==> config.mk <==
export PLATFORM = sky130hd
export DESIGN_NAME = uart_tx_arbiter
export DESIGN_NICKNAME = d
export VERILOG_FILES = /design/src/rtl/uart_tx_arbiter.sv
export SDC_FILE = /design/constraint.sdc
export NUM_CORES = 1
export LEC_CHECK = 0
export ABC_AREA = 1
export CELL_PAD_IN_SITES_DETAIL_PLACEMENT = 0
export CELL_PAD_IN_SITES_GLOBAL_PLACEMENT = 1
export CORE_UTILIZATION = 48
export CTS_BUF_LIST = sky130_fd_sc_hd__clkbuf_4 sky130_fd_sc_hd__clkbuf_8 sky130_fd_sc_hd__clkbuf_16
export DETAILED_ROUTE_END_ITERATION = 12
export DONT_BUFFER_PORTS = 1
export GPL_ROUTABILITY_DRIVEN = 1
export PLACE_DENSITY_LB_ADDON = 0.3
export SYNTH_ARGS = -nofsm -noshare
export SYNTH_HDL_FRONTEND = slang
export SYNTH_SLANG_ARGS = --single-unit
==> constraint.sdc <==
create_clock -name clock -period 4.27 [get_ports clock]
set_clock_uncertainty 0.15 [all_clocks]
set_input_delay 0.427 -clock clock [delete_from_list [all_inputs] [get_ports clock]]
set_output_delay 0.427 -clock clock [all_outputs]
set_load 0.02 [all_outputs]
==> src/rtl/uart_tx_arbiter.sv <==
// Round-robin arbiter that lets several byte producers share one UART transmitter.
// It grants one requester at a time, strobes the byte out, and then tracks the UART busy handshake.
`timescale 1ns/1ps

module uart_tx_arbiter #(
  parameter int NUM_REQ       = 4,
  parameter int DATA_BITS     = 8,
  parameter int START_TIMEOUT = 4
) (
  input  logic                          clock,
  input  logic                          reset,
  input  logic [NUM_REQ-1:0]            req_valid,
  input  logic [NUM_REQ*DATA_BITS-1:0]  req_data,
  output logic [NUM_REQ-1:0]            req_ready,
  input  logic                          tx_busy,
  output logic [DATA_BITS-1:0]          tx_data,
  output logic                          tx_send,
  output logic [$clog2(NUM_REQ)-1:0]    grant_id,
  output logic                          active,
  output logic [15:0]                   tx_count,
  output logic                          err_timeout
);

  localparam int ID_W  = $clog2(NUM_REQ);
  localparam int CNT_W = $clog2(START_TIMEOUT + 1);
  localparam logic [ID_W-1:0]  LAST_ID    = ID_W'(NUM_REQ - 1);
  localparam logic [CNT_W-1:0] WAIT_LIMIT = CNT_W'(START_TIMEOUT - 1);

  typedef enum logic [1:0] {
    IDLE,
    SEND,
    WAIT_START,
    WAIT_DONE
  } state_t;

  state_t            state;
  state_t            next_state;
  logic [ID_W-1:0]   last_grant;
  logic [ID_W-1:0]   pick_id;
  logic              pick_found;
  logic [CNT_W-1:0]  wait_cnt;

  // Search starts one past the previous winner so every pending requester gets a turn.
  always_comb begin
    pick_found = 1'b0;
    pick_id    = '0;
    for (int k = 1; k <= NUM_REQ; k++) begin
      if (!pick_found && req_valid[ID_W'((int'(last_grant) + k) % NUM_REQ)]) begin
        pick_found = 1'b1;
        pick_id    = ID_W'((int'(last_grant) + k) % NUM_REQ);
      end
    end
  end

  always_ff @(posedge clock or posedge reset) begin
    if (reset) begin
      state <= IDLE;
    end else begin
      state <= next_state;
    end
  end

  always_comb begin
    next_state = state;
    tx_send    = 1'b0;
    req_ready  = '0;
    active     = (state != IDLE);
    case (state)
      IDLE: begin
        if (pick_found && !tx_busy) begin
          next_state = SEND;
        end
      end
      SEND: begin
        tx_send    = 1'b1;
        req_ready  = {{(NUM_REQ-1){1'b0}}, 1'b1} << grant_id;
        next_state = WAIT_START;
      end
      WAIT_START: begin
        if (tx_busy) begin
          next_state = WAIT_DONE;
        end else if (wait_cnt == WAIT_LIMIT) begin
          next_state = IDLE;
        end
      end
      WAIT_DONE: begin
        if (!tx_busy) begin
          next_state = IDLE;
        end
      end
      default: next_state = IDLE;
    endcase
  end

  // Datapath: captured byte, grant bookkeeping, start-timeout counter and statistics.
  always_ff @(posedge clock or posedge reset) begin
    if (reset) begin
      tx_data     <= '0;
      grant_id    <= '0;
      last_grant  <= LAST_ID;
      wait_cnt    <= '0;
      tx_count    <= '0;
      err_timeout <= 1'b0;
    end else begin
      if (state == IDLE && pick_found && !tx_busy) begin
        tx_data  <= req_data[int'(pick_id)*DATA_BITS +: DATA_BITS];
        grant_id <= pick_id;
      end
      if (state == SEND) begin
        last_grant <= grant_id;
        wait_cnt   <= '0;
      end
      if (state == WAIT_START && !tx_busy) begin
        wait_cnt <= wait_cnt + 1'b1;
        if (wait_cnt == WAIT_LIMIT) begin
          err_timeout <= 1'b1;
        end
      end
      if (state == WAIT_DONE && !tx_busy) begin
        tx_count <= tx_count + 16'd1;
      end
    end
  end

endmodule

* Word-level counts from Yosys, hierarchy flattened
Index checks and enable logic that the tools add are counted.
** Cells by class
- Add/sub/neg operators :: 6
- Magnitude comparators :: 4
- Eq/ne operators :: 7
- Shifts and indexed selects :: 2
- Mux-type cells :: 29
- Reduce and logical (&&, ||, !) cells :: 17
** Operator list (number)
- $shiftx 32x6->8 :: 1
- $add 16x1->16 const B :: 1
- $lt 2x4->1 const B :: 4
- $mux 2 :: 8
- $mux 1 :: 13
- $bmux 1 s2 :: 4
- $logic_and 1x1->1 :: 8
- $pmux 2 s4 :: 1
- $mux 3 :: 2
- $add 2x1->2 const B :: 2
- $add 2x2->2 const B :: 2
- $eq 2x2->1 const B :: 2
- $logic_not 1->1 :: 4
- $mux 4 :: 1
- $ne 2x2->1 const B :: 2
- $reduce_bool 2->1 :: 2
- $shl 1x2->4 const A :: 1
- $add 3x1->3 const B :: 1
- $eq 3x2->1 const B :: 1
- $ne 3x3->1 const B :: 1
- $reduce_and 3->1 :: 1
- $eq 2x1->1 const B :: 1
- $logic_not 2->1 :: 1
- $reduce_and 2->1 :: 1
** Word-level totals
- Register bits :: 34
- Input port bits :: 39
- Output and inout bits :: 33
- Word-level logic and storage cells :: 72

* Logic depth before layout (Yosys ltp)
Gate-level depths: netlist (run 1).
- Depth in word-level cells :: 17
- Gate-level depth with buffers :: 16
- Gate-level depth less buffers :: 14

* Worst setup path after synthesis (run 1)
Ideal clock, no wire load.
- Path type :: reg2out
- Start :: reg state[1]
- End :: out req_ready[0]
- Arrival :: 1515 ps
- Required time :: 3693 ps
- Slack :: 2178 ps
- Stages on the path, launching flop included :: 4
- Buffers on the path :: 0
- Cells stage by stage :: dfrtp_1 nor2_1 inv_1 nor3_1
** On the way
- Longest elaborated chain between the ends :: 2
** RTL lines
- start, declared :: line 36 : state_t state;
- start signal, assigned :: line 59 : state <= next_state;
- $eq 2x1->1 :: line 68 : case (state)
- $mux 4 :: line 68
- end, declared :: line 14 : output logic [NUM_REQ-1:0] req_ready,
No other way between the ends.

* Worst setup path after layout (run 1)
Ends and elaborated chain as after synthesis.

==> results of run 1 <==
[flip-flops by register name, summed over array words and instances (netlist names)]
register     cells
err_timeout      1
tx_data          8
last_grant       2
state            2
grant_id         2
tx_count        16
wait_cnt         3
[cells by family after synthesis]
kind of cell             after synthesis
AO/OA/AOI/OAI                         11
AND/OR/NAND/NOR                      172
adder cells (fa/ha/maj)                3
XOR/XNOR                              15
buffers and inverters                 48
flip-flops                            34
[worst min path at each step]
stage                      startpoint           end  cells past startpoint
after detailed placement        reset  tx_count[13]                      2
after CTS                     tx_busy   wait_cnt[1]                      3
after floorplan           wait_cnt[0]   wait_cnt[0]                      1
after global placement          reset  tx_count[12]                      2
final                         tx_busy   wait_cnt[1]                      3
after global routing          tx_busy   wait_cnt[1]                      3
[routing by layer]
layer,vias to the layer above,track usage (%),share of wire (%)
li1,897,-,-
met4,0,7.29,1.6
met1,824,26.3,47
met5,-,0,0
met3,9,5.67,5.7
met2,57,32.8,45
[metrics by stage]
step                setup slack (ns)  total power, mW
floorplan                       2.18             1.30
detailed placement              1.96             1.42
CTS                             1.69             1.67
global route                    1.47             1.82
global placement                2.00             1.41
finish                          1.70             1.66
[layout by cell type, fill, tap and decap left out, types with 2 or more instances in the layout]
cell type and count:
dfstp_2 2, nand4_1 10, xor2_1 7, nor2_1 12
nand2_1 93, inv_2 3, nand3_2 3, nor2_2 2
ha_1 3, nand3_4 2, o21ai_0 7, dfrtp_1 32
inv_1 40, or2_1 3, nor3_1 4, clkbuf_8 6
nand3_1 29, nand2_2 9, xnor2_1 8
[worst min-delay path, cell delays in order]
cell and delay (ns):
nor3_1 0.06, nand2_1 0.06, nand2_1 0.05
[final cells by class]
| type | instances | area (µm²) | area share, % |
|---|---|---|---|
| Timing Repair Buffer | 2 | 17.5 | 0.778 |
| Tap cell | 50 | 62.6 | 2.78 |
| Clock buffer | 7 | 90.1 | 4.00 |
| Multi-Input combinational cell | 201 | 1050 | 46.7 |
| Inverter | 44 | 170 | 7.56 |
| Clock inverter | 1 | 5.00 | 0.222 |
| Sequential cell | 34 | 853 | 37.9 |
[power by group]
group	internal [mW]	switching (mW)
Clock	0.136	0.115
Combinational	0.266	0.525
Sequential	0.423	0.200
==> metrics.log, run 1 <==
[metrics] DP Wirelength: 3360 µm
[metrics] initial antenna violation count: 0
[metrics] fraction of layout cells with a size suffix above 1: 12.1%
[metrics] Iteration-0 DRC Markers: 112
[metrics] TritonCTS clock tree: built
[metrics] worst hold margin: 0.203 ns
[metrics] io pins: 72
[metrics] routed wire length per instance: 13.2 µm
[metrics] routability congestion estimate: 0.818
[metrics] cell area after layout: 2250 µm²
[metrics] # Post-CTS Setup Buffers: 0
[metrics] Arr. time, crit path: 1.99 ns
[metrics] adder-cell share of the synthesized area: 1.78%
[metrics] clock sinks: 34
[metrics] P_leak: 1.23 nW
[metrics] number of cell rows: 23
[metrics] outcome: finished, final reports clean
[metrics] post-synthesis area per instance: ~7.5 µm²
[metrics] number of non-filler instances in the completed layout: between 300 and 400
[metrics] synthesized flop and latch total: 34
[metrics] total number of vias: between 1500 and 2000
[metrics] Worst Path Class, Setup: reg -> out
[metrics] cell with the most instances after synthesis: nand2_1
[metrics] WP data required: 3.69 ns
[metrics] Largest stage delay, worst path: 0.53 ns
[metrics] depth of the worst register-to-register path: 13
[metrics] clk buf depth: 2
[metrics] clock latency on the worst-skew pair: approximately 0.28 ns
[metrics] core region area: ~4000 µm²
[metrics] number of buffers inserted for hold repair after clock tree synthesis: 1
[metrics] share of the clock period used by the worst path: between 60% and 70%
[metrics] via density per instance: between 5 and 6
[metrics] clock slew at reported path FFs: 0.07 ns
[metrics] number of library cell types mapped by synthesis: 31
[metrics] wire length of the first global-routing pass: 7090 µm
[metrics] number of fillers in the final layout: 419
[metrics] Yosys warning count: 0
[metrics] startpoint of the worst register-to-register path: last_grant[0]
[metrics] CP Max Fanout: 6
[metrics] number of CTS-inserted buffers: 5
[metrics] share of flip-flops with an asynchronous set or reset after synthesis: 100%
[metrics] xor-xnor portion of the synthesized cell area: under 10%
[metrics] Hold Crit Class: in -> reg
[metrics] pwr/cell area: 740 nW/µm²
[metrics] Worst path top cell family by delay: simple AND/OR/NAND/NOR gates
[metrics] core occupancy in the finished layout: 54.7%
[metrics] most frequent cells after synthesis: 93 x nand2_1, 40 x inv_1, 32 x dfrtp_1, 29 x nand3_1, 12 x nor2_1
[metrics] Starting Density: 51.3%
[metrics] pin count of the biggest net entering global routing: 35
[metrics] CP startpoint kind: register
[metrics] Post-synth top flop: dfrtp_1
[metrics] slew of the pin with the lowest slew margin: roughly 0.64 ns
[metrics] CTS resizes: 0
[metrics] Mapped Nets: 325
[metrics] proportion of synthesized chip area in sequential cells: 40.4%
[metrics] total buffers and inverters traversed by the critical path: 1
[metrics] total overflow reported by the global router: 0
[metrics] vertical die dimension: 68.3 µm
[metrics] number of buffers added on ports: 0
[metrics] Layout Area Growth over Synthesis: 6.64%
[metrics] launching instance or port of the critical path: state[1]
[metrics] final hold violation count: 0
[metrics] total detailed-routing wirelength: 4480 µm
[metrics] flop-to-flop setup slack: ~2.0 ns
[metrics] end of the critical path: req_ready[0]
[metrics] Die Footprint: 4670 µm²
[metrics] count of nets after finishing: 330
[metrics] Max-slew headroom: 57.2%
[metrics] Cell Area, Synth: 2110 µm²
[metrics] final setup violation count: 0
[metrics] die width: 68.3 µm
[metrics] post-synth top area cell: dfrtp_1
[metrics] dominant combinational cell family by area after synthesis: simple AND/OR/NAND/NOR gates
[metrics] instance count of the mapped netlist: 283
[metrics] post-synthesis compound-gate area fraction: around 2.9%
[metrics] buffer type at the clock tree root: clkbuf_8
[metrics] overall routing resource usage: 20.5%
[metrics] total DRC errors in the routed layout: 0
[metrics] logic depth of the worst path, buffers included: 3
[metrics] number of instances in the placed design: 330
[metrics] portion of netlist area occupied by mux cells: 0%
[metrics] count of maximum capacitance violations: 0
[metrics] terminus of the critical flop-to-flop path: tx_data[7]
[metrics] Antenna diodes: 0
[metrics] shortest period the worst path allows: 2.57 ns
[metrics] count of flip-flops with a built-in enable after synthesis: 0
[metrics] setup repair after global routing missed its margin: false
[metrics] ordered list of cells on the worst path: nor2_1 > inv_1 > nor3_1
[metrics] Max VDD drop: 0.000276 V
[metrics] setup tns final: 0 ns
[metrics] top cells by area, synth: dfrtp_1 38%, nand2_1 17%, inv_1 7.1%, nand3_1 6.9%, xnor2_1 3.3%
[metrics] Antenna Violating Nets Remaining: 0
[metrics] number of max-slew violations in the final report: 0
[metrics] Max Clock Freq: between 300 and 400 MHz
[metrics] Worst Setup End Kind: output port
[metrics] simple-gate share of the synthesized area: roughly 39%
[metrics] vias in the first global route: 1623
[metrics] CTS H-tree depth: 2
[metrics] Max stage delay cell, worst path: nor2_1
[metrics] number of iterations in the first detailed-routing pass: 4
[metrics] top-area cell type share of the netlist area: 37.9%
[metrics] cell area after placement: 2150 µm²
(Power assumes the default switching activity.)
==> run 2, diff against run 1 <==
- CORE_UTILIZATION: 48 -> 44
- clock period: 4.27 -> 2.43 ns (I/O delays scaled with it)
==> metrics.log, run 2 (synthesis gave the netlist of run 1 again) <==
[metrics] vertical die dimension: 71.3 µm (+4.3%)
[metrics] clock latency on the worst-skew pair: 0.28 ns (about the same)
[metrics] buffer type at the clock tree root: clkbuf_8
[metrics] number of iterations in the first detailed-routing pass: 8 (+4)
[metrics] clock sinks: 34 (unchanged)
[metrics] number of fillers in the final layout: 455 (+8.6%)
[metrics] routability congestion estimate: 0.805 (-1.6%)
[metrics] number of flip-flops in the largest register: 16 (unchanged)
[metrics] die width: 71.3 µm (+4.3%)
[metrics] number of max-slew violations in the final report: 0 (unchanged)
[metrics] total DRC errors in the routed layout: 3 (+3)
[metrics] cell area after placement: 2190 µm² (+2.2%)
[metrics] number of buffers added on ports: 0 (unchanged)
[metrics] Max Clock Freq: 464 MHz
[metrics] initial antenna violation count: 0 (unchanged)
[metrics] WP data required: 2.44 ns (-1.25 ns)
[metrics] overall routing resource usage: 18.8% (-1.8 points)
[metrics] Antenna Violating Nets Remaining: 0 (unchanged)
[metrics] CTS H-tree depth: 2 (unchanged)
[metrics] core occupancy in the finished layout: 52.1% (-2.6 points)
[metrics] ordered list of cells on the worst path: buf_4 > inv_6 > nand2_1 > nand2_1 > nand2_2 > nand2_2 > inv_2 > nand3_2 > nand3_4 > inv_1 > nand2_1 > nand2_1 > nand2_1 > nand3_1
[metrics] total overflow reported by the global router: 0 (unchanged)
[metrics] Iteration-0 DRC Markers: 95 (-15%)
[metrics] Arr. time, crit path: 2.17 ns (+0.18 ns)
[metrics] Max VDD drop: 0.000709 V (+160%)
[metrics] count of nets after finishing: 340 (+3.0%)
[metrics] clock slew at reported path FFs: 0.07 ns (about the same)
[metrics] combined area of the multi-input logic cells: 1070 µm² (+1.3%)
[metrics] final hold violation count: 0 (unchanged)
[metrics] biggest regs: tx_count (16), tx_data (8), wait_cnt (3)
[metrics] slew of the pin with the lowest slew margin: 0.603 ns (-0.0367 ns)
[metrics] Largest stage delay, worst path: 0.53 ns (about the same)
[metrics] DP Wirelength: 3400 µm (+1.2%)
[metrics] total detailed-routing wirelength: 4510 µm (+0.87%)
[metrics] number of cell rows: 24 (+4.3%)
[metrics] Antenna diodes: 0 (unchanged)
[metrics] Max-slew headroom: 59.7% (+2.6 points)
[metrics] pin count of the biggest net entering global routing: 23 (-34%)
[metrics] violations in the final reports: DRC
[metrics] final setup violation count: 0 (unchanged)
[metrics] Layout Area Growth over Synthesis: 10.5%
[metrics] TritonCTS clock tree: built
[metrics] top register by number of flip-flops: tx_count
[metrics] shortest period the worst path allows: around 2.2 ns
[metrics] vias in the first global route: 1589 (-2.1%)
[metrics] P_leak: 1.29 nW (+4.3%)
[metrics] Max stage delay cell, worst path: dfstp_2
[metrics] CP startpoint kind: register
[metrics] pwr/cell area: 1290 nW/µm² (+74%)
[metrics] core region area: 4470 µm² (+8.7%)
[metrics] Worst Path Class, Setup: reg -> reg
[metrics] wire length of the first global-routing pass: 7450 µm (+5.0%)
[metrics] Total Power: 3.01 mW (+80%)
[metrics] footprint of the flip-flops and latches: 853 µm² (unchanged)
[metrics] CP Max Fanout: 11 (+5)
[metrics] Worst path top cell family by delay: simple AND/OR/NAND/NOR gates
[metrics] Starting Density: 47.2% (-4.1 points)
[metrics] Setup WS pre-CTS: 0.139 ns (-1.82 ns)
[metrics] count of maximum capacitance violations: 0 (unchanged)
[metrics] share of the clock period used by the worst path: 88.7%
[metrics] via density per instance: 5.08 (-3.7%)
[metrics] clk buf depth: 2 (unchanged)
[metrics] total buffers and inverters traversed by the critical path: 4 (+3)
[metrics] total number of vias: 1782 (-0.28%)
[metrics] routed wire length per instance: 12.9 µm (-2.6%)
[metrics] outcome: complete, but fails checks
[metrics] cell area after layout: 2330 µm² (+3.6%)
[metrics] setup tns final: 0 ns (unchanged)
[metrics] setup slack of the critical path after layout: 0.274 ns (-1.43 ns)
[metrics] highest-count cells in the layout ignoring fill and taps: 93 x nand2_1, 40 x inv_1, 32 x dfrtp_1
[metrics] Worst Setup End Kind: register
[metrics] io pins: 72 (unchanged)
[metrics] Die Footprint: 5080 µm² (+8.8%)
[metrics] cell with the most instances on the worst path: nand2_1
[metrics] fraction of layout cells with a size suffix above 1: 15.4% (+3.3 points)
[metrics] setup repair after global routing missed its margin: false
[metrics] most common cell after layout, fill and taps aside: nand2_1
[metrics] number of CTS-inserted buffers: 5 (unchanged)
[metrics] Hold Crit Class: in -> reg
## run 2: through the flow
| step | std cells | hold WS, ns |
|---|---|---|
| final | 351 | 0.00954 |
| after global routing | 351 | 0.0239 |
| after CTS | 347 | 0.00655 |
| after detailed placement | 338 | 0.0876 |
| after global placement | 338 | 0.0864 |
| after floorplan | 283 | 0.233 |
## run 2: timing repair
item	in CTS	in global routing
hold buffers	1	0
setup endpoints to repair	0	6
gates resized for setup	0	1
hold endpoints to repair	15	0
setup buffers	0	3
## run 2: layer usage
metal | vias up | routed length (µm) | share of wire (%) | global-route usage (%)
li1 | 919 | - | - | -
met1 | 798 | 2200 | 49 | 27.1
met2 | 58 | 2000 | 44 | 27.5
met3 | 7 | 256 | 5.7 | 5.34
met4 | 0 | 50 | 1.1 | 5.33
met5 | - | 0 | 0 | 0
## run 2: worst register-to-register path: cells and delay by family (launching register included)
kind	cells	cell delay [ns]
simple gates	10	0.95
flops	1	0.53
buf+inv	4	0.41
## run 2: worst paths after layout
path	depth (start not counted)	slack, ns	to	start
max reg2reg	14	0.27	tx_data[7]	last_grant[0]
min in group asynchronous	2	0.32	tx_count[9]	reset
max	14	0.27	tx_data[7]	last_grant[0]
min	3	0.01	wait_cnt[1]	tx_busy
min reg2reg	2	0.36	wait_cnt[1]	wait_cnt[1]
max in group asynchronous	3	1.18	last_grant[1]	reset
## run 2: where the power goes
| group | internal, mW | switching [mW] | total [mW] | leakage [nW] |
|---|---|---|---|---|
| clock | 0.240 | 0.191 | 0.431 | 0.0517 |
| sequential | 0.743 | 0.295 | 1.04 | 0.431 |
| combinational | 0.533 | 1.00 | 1.54 | 0.803 |
## run 2: cell type report
class                      instances  area share [%]
multi-input combinational        202            45.7
sequential                        34            36.6
inverter                          44            7.30
clock buffer                       7            3.86
timing repair buffer              11            3.54
tap                               52            2.79
clock inverter                     1           0.215
